[config.mk]
export PLATFORM = sky130hd
export DESIGN_NAME = ifu_fq_flat
export DESIGN_NICKNAME = d
export VERILOG_FILES = /design/src/rtl/ifu_pkg.sv /design/src/rtl/ifu_fq_if.sv /design/src/rtl/ifu_fq_buf.sv /design/src/rtl/ifu_fq.sv /design/src/flat_wrapper.sv
export SDC_FILE = /design/constraint.sdc
export NUM_CORES = 1
export LEC_CHECK = 0
export ABC_AREA = 0
export CAP_MARGIN = 20
export CORE_ASPECT_RATIO = 2
export CORE_MARGIN = 8
export CORE_UTILIZATION = 40
export DETAILED_ROUTE_END_ITERATION = 10
export GPL_ROUTABILITY_DRIVEN = 0
export SLEW_MARGIN = 10
export SYNTH_ARGS = -nofsm -noshare
export SYNTH_HDL_FRONTEND = slang
export SYNTH_SLANG_ARGS = --single-unit
[constraint.sdc]
create_clock -name clock -period 6.2 [get_ports clock]
set_input_delay 0.62 -clock clock [delete_from_list [all_inputs] [get_ports clock]]
set_output_delay 0.62 -clock clock [all_outputs]
set_load 0.02 [all_outputs]
[src/rtl/ifu_pkg.sv]
// ifu_pkg: opcode constants, fetch-queue entry type and RISC-V immediate decoders shared by the fetch unit.
package ifu_pkg;
    localparam logic [4:0] OPC_BRANCH = 5'b11000;
    localparam logic [4:0] OPC_JAL    = 5'b11011;
    localparam logic [4:0] OPC_SYSTEM = 5'b11100;
    typedef struct packed {
        logic [31:0] pc;
        logic [31:0] inst;
        logic [31:0] pnpc;
    } fq_entry_t;
    function automatic logic [31:0] imm_b(input logic [31:0] inst);
        return {{20{inst[31]}}, inst[7], inst[30:25], inst[11:8], 1'b0};
    endfunction
    function automatic logic [31:0] imm_j(input logic [31:0] inst);
        return {{12{inst[31]}}, inst[19:12], inst[20], inst[30:21], 1'b0};
    endfunction
endpackage

[src/rtl/ifu_fq_if.sv]
// ifu_fq_if: fetch-unit bus bundle.
//   icache_addr/icache_hit/icache_inst  ICache lookup
//   jump_flush/jump_dnpc, cs_flush/cs_dnpc  redirects
//   out_valid/out_ready/out_pc/out_inst/out_pnpc  fetch-queue head towards IDU
//   master = fetch unit side, slave = environment side
interface ifu_fq_if;
    logic [31:0] icache_addr, icache_inst, jump_dnpc, cs_dnpc, out_pc, out_inst, out_pnpc;
    logic        icache_hit, jump_flush, cs_flush, out_ready, out_valid;
    modport master(
        output icache_addr, out_valid, out_pc, out_inst, out_pnpc,
        input  icache_hit, icache_inst, jump_flush, jump_dnpc, cs_flush, cs_dnpc, out_ready
    );
    modport slave(
        input  icache_addr, out_valid, out_pc, out_inst, out_pnpc,
        output icache_hit, icache_inst, jump_flush, jump_dnpc, cs_flush, cs_dnpc, out_ready
    );
endinterface

[src/rtl/ifu_fq_buf.sv]
// ifu_fq_buf: FIFO of fetch-queue entries.
//   clock, reset   clock, synchronous active-high reset
//   push, pop      enqueue din / dequeue head
//   clear          drop every entry (pipeline flush)
//   full, empty, count, head   status and head entry (zero while empty)
module ifu_fq_buf
    import ifu_pkg::*;
#(
    parameter int DEPTH = 4
) (
    input  logic                     clock,
    input  logic                     reset,
    input  logic                     push,
    input  logic                     pop,
    input  logic                     clear,
    input  fq_entry_t                din,
    output logic                     full,
    output logic                     empty,
    output logic [$clog2(DEPTH):0]   count,
    output fq_entry_t                head
);
    localparam int AW = $clog2(DEPTH);
    logic [AW:0] wp, rp;
    fq_entry_t   mem [DEPTH];
    always_ff @(posedge clock) begin
        if (reset || clear) begin
            wp <= '0;
            rp <= '0;
        end else begin
            if (push) wp <= wp + 1'b1;
            if (pop) rp <= rp + 1'b1;
        end
    end
    always_ff @(posedge clock) begin
        if (push) mem[wp[AW-1:0]] <= din;
    end
    // Extra pointer MSB distinguishes full from empty when the index bits match.
    assign empty = wp == rp;
    assign full  = (wp[AW] != rp[AW]) && (wp[AW-1:0] == rp[AW-1:0]);
    assign count = wp - rp;
    assign head  = empty ? '0 : mem[rp[AW-1:0]];
endmodule

[src/rtl/ifu_fq.sv]
// ifu_fq: instruction fetch unit with static prediction and a fetch queue in front of IDU.
//   clock, reset  clock, synchronous active-high reset
//   bus           ifu_fq_if.master: ICache lookup, redirects, queue head handshake
//   fq_count      occupied queue entries
//   IFU_BTFN_EN   when defined, backward branches are predicted taken
module ifu_fq
    import ifu_pkg::*;
#(
    parameter int          FQ_DEPTH = 4,
    parameter logic [31:0] RESET_PC = 32'h8000_0000
) (
    input  logic                       clock,
    input  logic                       reset,
    ifu_fq_if.master                   bus,
    output logic [$clog2(FQ_DEPTH):0]  fq_count
);
    logic [31:0] fetch_pc, seq_pc, br_pred, pred;
    logic [4:0]  opc;
    logic        halt, flush, push, pop, full, empty;
    fq_entry_t   head;
    assign opc    = bus.icache_inst[6:2];
    assign seq_pc = fetch_pc + 32'd4;
`ifdef IFU_BTFN_EN
    assign br_pred = bus.icache_inst[31] ? fetch_pc + imm_b(bus.icache_inst) : seq_pc;
`else
    assign br_pred = seq_pc;
`endif
    always_comb begin
        pred = seq_pc;
        pred = opc == OPC_JAL ? fetch_pc + imm_j(bus.icache_inst) : opc == OPC_BRANCH ? br_pred : seq_pc;
    end
    assign flush         = bus.jump_flush | bus.cs_flush;
    assign bus.out_valid = ~empty & ~flush;
    assign pop           = bus.out_valid & bus.out_ready;
    assign push          = bus.icache_hit & ~halt & ~flush & (~full | pop);
    // Redirects need no pending state: the ICache copes with the address moving mid-refill.
    always_ff @(posedge clock) begin
        if (reset) begin
            fetch_pc <= RESET_PC;
            halt     <= 1'b0;
        end else if (flush) begin
            fetch_pc <= bus.cs_flush ? bus.cs_dnpc : bus.jump_dnpc;
            halt     <= 1'b0;
        end else if (push) begin
            fetch_pc <= pred;
            halt     <= opc == OPC_SYSTEM;
        end
    end
    ifu_fq_buf #(.DEPTH(FQ_DEPTH)) u_buf (
        .clock (clock),
        .reset (reset),
        .push  (push),
        .pop   (pop),
        .clear (flush),
        .din   ('{pc: fetch_pc, inst: bus.icache_inst, pnpc: pred}),
        .full  (full),
        .empty (empty),
        .count (fq_count),
        .head  (head)
    );
    assign bus.icache_addr = fetch_pc;
    assign bus.out_pc      = head.pc;
    assign bus.out_inst    = head.inst;
    assign bus.out_pnpc    = head.pnpc;
endmodule

[src/flat_wrapper.sv]
// flat-port wrapper written by rule: the top's interface ports become plain ports
module ifu_fq_flat import ifu_pkg::*;
#(
    parameter int          FQ_DEPTH = 4,
    parameter logic [31:0] RESET_PC = 32'h8000_0000
)
  (clock, reset, fq_count, bus_icache_addr, bus_out_valid, bus_out_pc, bus_out_inst, bus_out_pnpc, bus_icache_hit, bus_icache_inst, bus_jump_flush, bus_jump_dnpc, bus_cs_flush, bus_cs_dnpc, bus_out_ready);
  ifu_fq_if bus_i ();
  input  logic clock;
  input  logic reset;
  output logic [$clog2(FQ_DEPTH):0] fq_count;
  output wire logic [$bits(bus_i.icache_addr)-1:0] bus_icache_addr;
  output wire logic [$bits(bus_i.out_valid)-1:0] bus_out_valid;
  output wire logic [$bits(bus_i.out_pc)-1:0] bus_out_pc;
  output wire logic [$bits(bus_i.out_inst)-1:0] bus_out_inst;
  output wire logic [$bits(bus_i.out_pnpc)-1:0] bus_out_pnpc;
  input wire logic [$bits(bus_i.icache_hit)-1:0] bus_icache_hit;
  input wire logic [$bits(bus_i.icache_inst)-1:0] bus_icache_inst;
  input wire logic [$bits(bus_i.jump_flush)-1:0] bus_jump_flush;
  input wire logic [$bits(bus_i.jump_dnpc)-1:0] bus_jump_dnpc;
  input wire logic [$bits(bus_i.cs_flush)-1:0] bus_cs_flush;
  input wire logic [$bits(bus_i.cs_dnpc)-1:0] bus_cs_dnpc;
  input wire logic [$bits(bus_i.out_ready)-1:0] bus_out_ready;
  assign bus_icache_addr = bus_i.icache_addr;
  assign bus_out_valid = bus_i.out_valid;
  assign bus_out_pc = bus_i.out_pc;
  assign bus_out_inst = bus_i.out_inst;
  assign bus_out_pnpc = bus_i.out_pnpc;
  assign bus_i.icache_hit = bus_icache_hit;
  assign bus_i.icache_inst = bus_icache_inst;
  assign bus_i.jump_flush = bus_jump_flush;
  assign bus_i.jump_dnpc = bus_jump_dnpc;
  assign bus_i.cs_flush = bus_cs_flush;
  assign bus_i.cs_dnpc = bus_cs_dnpc;
  assign bus_i.out_ready = bus_out_ready;
  ifu_fq #(.FQ_DEPTH(FQ_DEPTH), .RESET_PC(RESET_PC)) u_core (.clock(clock), .reset(reset), .bus(bus_i), .fq_count(fq_count));
endmodule
==> tab_implementation.tex <==
\begin{tabular}{lr}
\hline
Metric & Value \\
\hline
\multicolumn{2}{l}{\textbf{Timing}} \\
Final setup violation count & 0 \\
Max-slew headroom at the worst pin & 34.62\% \\
Hold slack & 0.4969 ns \\
Setup repair after global routing missed its margin & false \\
Maximum clock frequency & 251.9 MHz \\
Final clock period utilization by the worst path & 64.03\% \\
Minimum period implied by the final worst setup slack & 3.970 ns \\
Final hold violation count & 0 \\
Pins Over Slew Limit & 0 \\
Final TNS setup & 0 ns \\
Least-Margin Pin Slew & 0.9771 ns \\
Clock Skews & 0.01081 ns \\
\multicolumn{2}{l}{\textbf{Drt}} \\
Final WL & 53.33 mm \\
Drt wl/cell & 24.89 µm \\
Mean number of vias per cell & 5.608 \\
First-pass detailed-route iteration total & 5 \\
Detail Route Antenna Nets & 0 \\
Via count of the routed design & 12020 \\
DRC violation count after routing & 0 \\
Initial drt markers & 1037 \\
\multicolumn{2}{l}{\textbf{Synthesis}} \\
Number of register bits inferred by synthesis & 421 \\
Synth Area per Inst & 15.18 µm² \\
Gate count after technology mapping & 1251 \\
Number of enable flip-flop cells after synthesis & 380 \\
Ys async rst share & 0\% \\
Cell area after synthesis & 18990 µm² \\
Synthesized netlist net count & 1393 \\
Dominant synthesized flop cell & sky130\_fd\_sc\_hd\_\_edfxtp\_1 \\
Count of synthesis-stage warnings from yosys & 0 \\
Synth unique cells & 66 \\
Sequential area share after synthesis & 64.41\% \\
\multicolumn{2}{l}{\textbf{Final layout}} \\
Number of antenna cells inserted & 0 \\
Leading cell types in the layout, fill and taps excluded & sky130\_fd\_sc\_hd\_\_edfxtp\_1 (380), sky130\_fd\_sc\_hd\_\_clkdlybuf4s50\_1 (233), sky130\_fd\_sc\_hd\_\_and2\_1 (96), sky130\_fd\_sc\_hd\_\_mux4\_2 (95), sky130\_fd\_sc\_hd\_\_nand2\_1 (72) \\
Layout cell share with drive strength beyond 1 & 13.83\% \\
Filler cells & 4064 \\
Net count reported at finish & 1622 \\
Leading cell type in the layout, fill and taps excluded & sky130\_fd\_sc\_hd\_\_edfxtp\_1 \\
Area growth from synthesis to layout & 23.92\% \\
\multicolumn{2}{l}{\textbf{Setup path}} \\
CP arrival & 3.35 ns \\
Endpoint type of the worst setup path & output pin \\
Critical-path cell with the highest stage delay & sky130\_fd\_sc\_hd\_\_dfxtp\_4 \\
CP delay by family, top & buffers and inverters \\
Crit-path cells & buf\_12, mux4\_2, and2\_1, clkdlybuf4s50\_1 \\
Classification of the worst setup path & reg2out \\
Delay of the slowest cell on the worst path & 0.90 ns \\
Critical path launch point type & flip-flop \\
Worst-path fanout max & 50 \\
Worst endpoint required time & 5.58 ns \\
CP bufs+invs & 2 \\
\multicolumn{2}{l}{\textbf{Power}} \\
Clock Power Share & 40.2\% \\
Worst IR drop on VDD & 235.9 µV \\
Net switching fraction of the power & 22.85\% \\
Register share of total power & 51.0\% \\
Total power divided by cell area & 268.2 nW/µm² \\
Internal Dissipation & 4869 µW \\
Switching power & 1442 µW \\
P\_leak & 0.007826 µW \\
Combinational share of power & 8.8\% \\
\multicolumn{2}{l}{\textbf{Clock tree}} \\
Hold Buf Count CTS & 0 \\
Clock slew seen by the registers of the worst setup and hold paths & 0.07 ns \\
Post-CTS setup repair buffer count & 0 \\
Count of instances resized after the clock tree is built & 0 \\
TritonCTS clock tree & yes \\
Root Buffer Master & sky130\_fd\_sc\_hd\_\_clkbuf\_16 \\
CTS buffer count & 40 \\
CTS H-Tree Depth & 2 \\
Clock latency on the worst-skew pair & 0.54 ns \\
Longest Clk Path Bufs & 3 \\
Number of clock sinks & 421 \\
\multicolumn{2}{l}{\textbf{Global route}} \\
Largest net degree at the start of global routing & 100 \\
Initial antenna violation count & 0 \\
Number of global-route vias before repair & 12590 \\
Wire length of the first global-routing pass & 80.60 mm \\
Congestion Overflow GR & 0 \\
Overall Global Routing Usage & 19.29\% \\
\multicolumn{2}{l}{\textbf{Flow run}} \\
Max Cap Viol & 0 \\
\multicolumn{2}{l}{\textbf{Floorplan}} \\
Core area & 47220 µm² \\
DIE WIDTH & 170.1 µm \\
Starting density of the core & 40.21\% \\
Overall die area & 55120 µm² \\
Height of the die & 324.1 µm \\
Std-Cell Rows & 113 \\
Number of top-level design ports & 234 \\
\multicolumn{2}{l}{\textbf{Worst hold path}} \\
Hold crit path type & reg2reg \\
\multicolumn{2}{l}{\textbf{Place}} \\
Placed wire-length estimate after detailed placement & 35.66 mm \\
Count of buffers inserted at the top-level ports & 233 \\
\multicolumn{2}{l}{\textbf{Run status}} \\
Outcome & finished, final reports clean \\
\hline
\end{tabular}
==> synthesized netlist by cell type (8+ instances only) <==
library cell	instances	area (µm²)
sky130_fd_sc_hd__xor2_1	22	192.7
sky130_fd_sc_hd__o22ai_1	10	62.56
sky130_fd_sc_hd__edfxtp_1	380	11410
sky130_fd_sc_hd__nand2_1	72	270.3
sky130_fd_sc_hd__nand3_1	24	120.1
sky130_fd_sc_hd__o21ai_0	40	200.2
sky130_fd_sc_hd__inv_1	18	67.56
sky130_fd_sc_hd__xnor2_1	38	332.8
sky130_fd_sc_hd__dfxtp_1	41	820.8
sky130_fd_sc_hd__a21o_1	17	127.6
sky130_fd_sc_hd__and2_1	100	625.6
sky130_fd_sc_hd__clkbuf_1	52	195.2
sky130_fd_sc_hd__mux4_2	95	2140
sky130_fd_sc_hd__o221ai_1	12	105.1
sky130_fd_sc_hd__nor3_1	13	65.06
sky130_fd_sc_hd__mux2i_1	10	100.1
sky130_fd_sc_hd__nor2_1	67	251.5
sky130_fd_sc_hd__ha_1	38	475.5
sky130_fd_sc_hd__nand4_1	12	75.07
sky130_fd_sc_hd__or3_1	8	50.05
sky130_fd_sc_hd__and3_1	12	75.07
sky130_fd_sc_hd__buf_1	9	33.78
sky130_fd_sc_hd__a21oi_1	56	280.3
sky130_fd_sc_hd__o211ai_1	10	75.07
==> state kept, by name (all words and copies together) (netlist names), named ones only <==
name                    cells
u_core.bus.icache_addr     32
u_core.u_buf.wp             3
u_core.u_buf.rp             3
u_core.halt                 1
u_core.u_buf.mem          380
==> worst reg2reg max path: cells and delay by family (launching register included) <==
| family | cells | cell delay (ns) |
|---|---|---|
| and+or+nand+nor | 2 | 0.25 |
| AOI/OAI and AO/OA | 6 | 1.84 |
| DFF | 1 | 0.60 |
| adders and majority gates | 2 | 0.65 |
| xor gates and xnor gates | 1 | 0.23 |
| buffers and inverters | 1 | 0.06 |
==> power by group through the flow <==
stage                     registers [µW]  logic [µW]  clock network (µW)
after global placement              3270         543                   0
after global routing                3220         601                2690
final                               3220         557                2540
after detailed placement            3280         552                   0
after floorplan                     3270         295                   0
after CTS                           3220         556                2600
==> worst paths after layout <==
path	startpoint	endpoint	slack (ns)	cells past startpoint
max	flip-flop	bus_out_inst[21]	2.23	4
min reg2reg	u_core.halt	u_core.halt	0.50	2
min	u_core.halt	u_core.halt	0.50	2
max reg2reg	u_core.bus.icache_addr[1]	u_core.u_buf.mem[0][25]	2.40	12
==> layout make-up <==
type | instances | area, µm² | area share (%)
multi-input combinational | 744 | 6466 | 27.48
tap | 632 | 790.8 | 3.360
inverter | 18 | 67.56 | 0.2871
clock buffer | 45 | 1041 | 4.424
timing repair buffer | 255 | 2605 | 11.07
clock inverter | 28 | 322.8 | 1.372
sequential | 421 | 12240 | 52.01
==> cell families after synthesis <==
family	share of synthesized area [%]
AOI/OAI and AO/OA	7.367
buffers and inverters	1.772
adders and majority gates	2.715
muxes	11.85
and+or+nand+nor	9.112
xor gates and xnor gates	2.767
DFF	64.41
==> routing by layer <==
layer  vias to the layer above  GRT usage (%)  share of wire (%)  wire length [µm]
met5                         -              0                  0                 0
met2                       538          31.61                 48             25510
li1                       5331              -                  -                 -
met3                        71          3.936                8.2              4382
met1                      6079          25.86                 42             22390
met4                         0          4.933                2.0              1051
==> metrics by stage <==
step | utilization, % | power (µW) | cell area, µm² | std cells | setup slack [ns]
after global placement | 46.80 | 3817 | 22100 | 2067 | 2.020
after global routing | 49.83 | 6516 | 23530 | 2143 | 1.983
after CTS | 49.79 | 6371 | 23510 | 2142 | 1.992
after floorplan | - | 3561 | 18990 | 1251 | 1.885
final | 49.83 | 6311 | 23530 | 2143 | 2.230
after detailed placement | 46.90 | 3830 | 22150 | 2069 | 1.976
(Power assumes the default switching activity.)
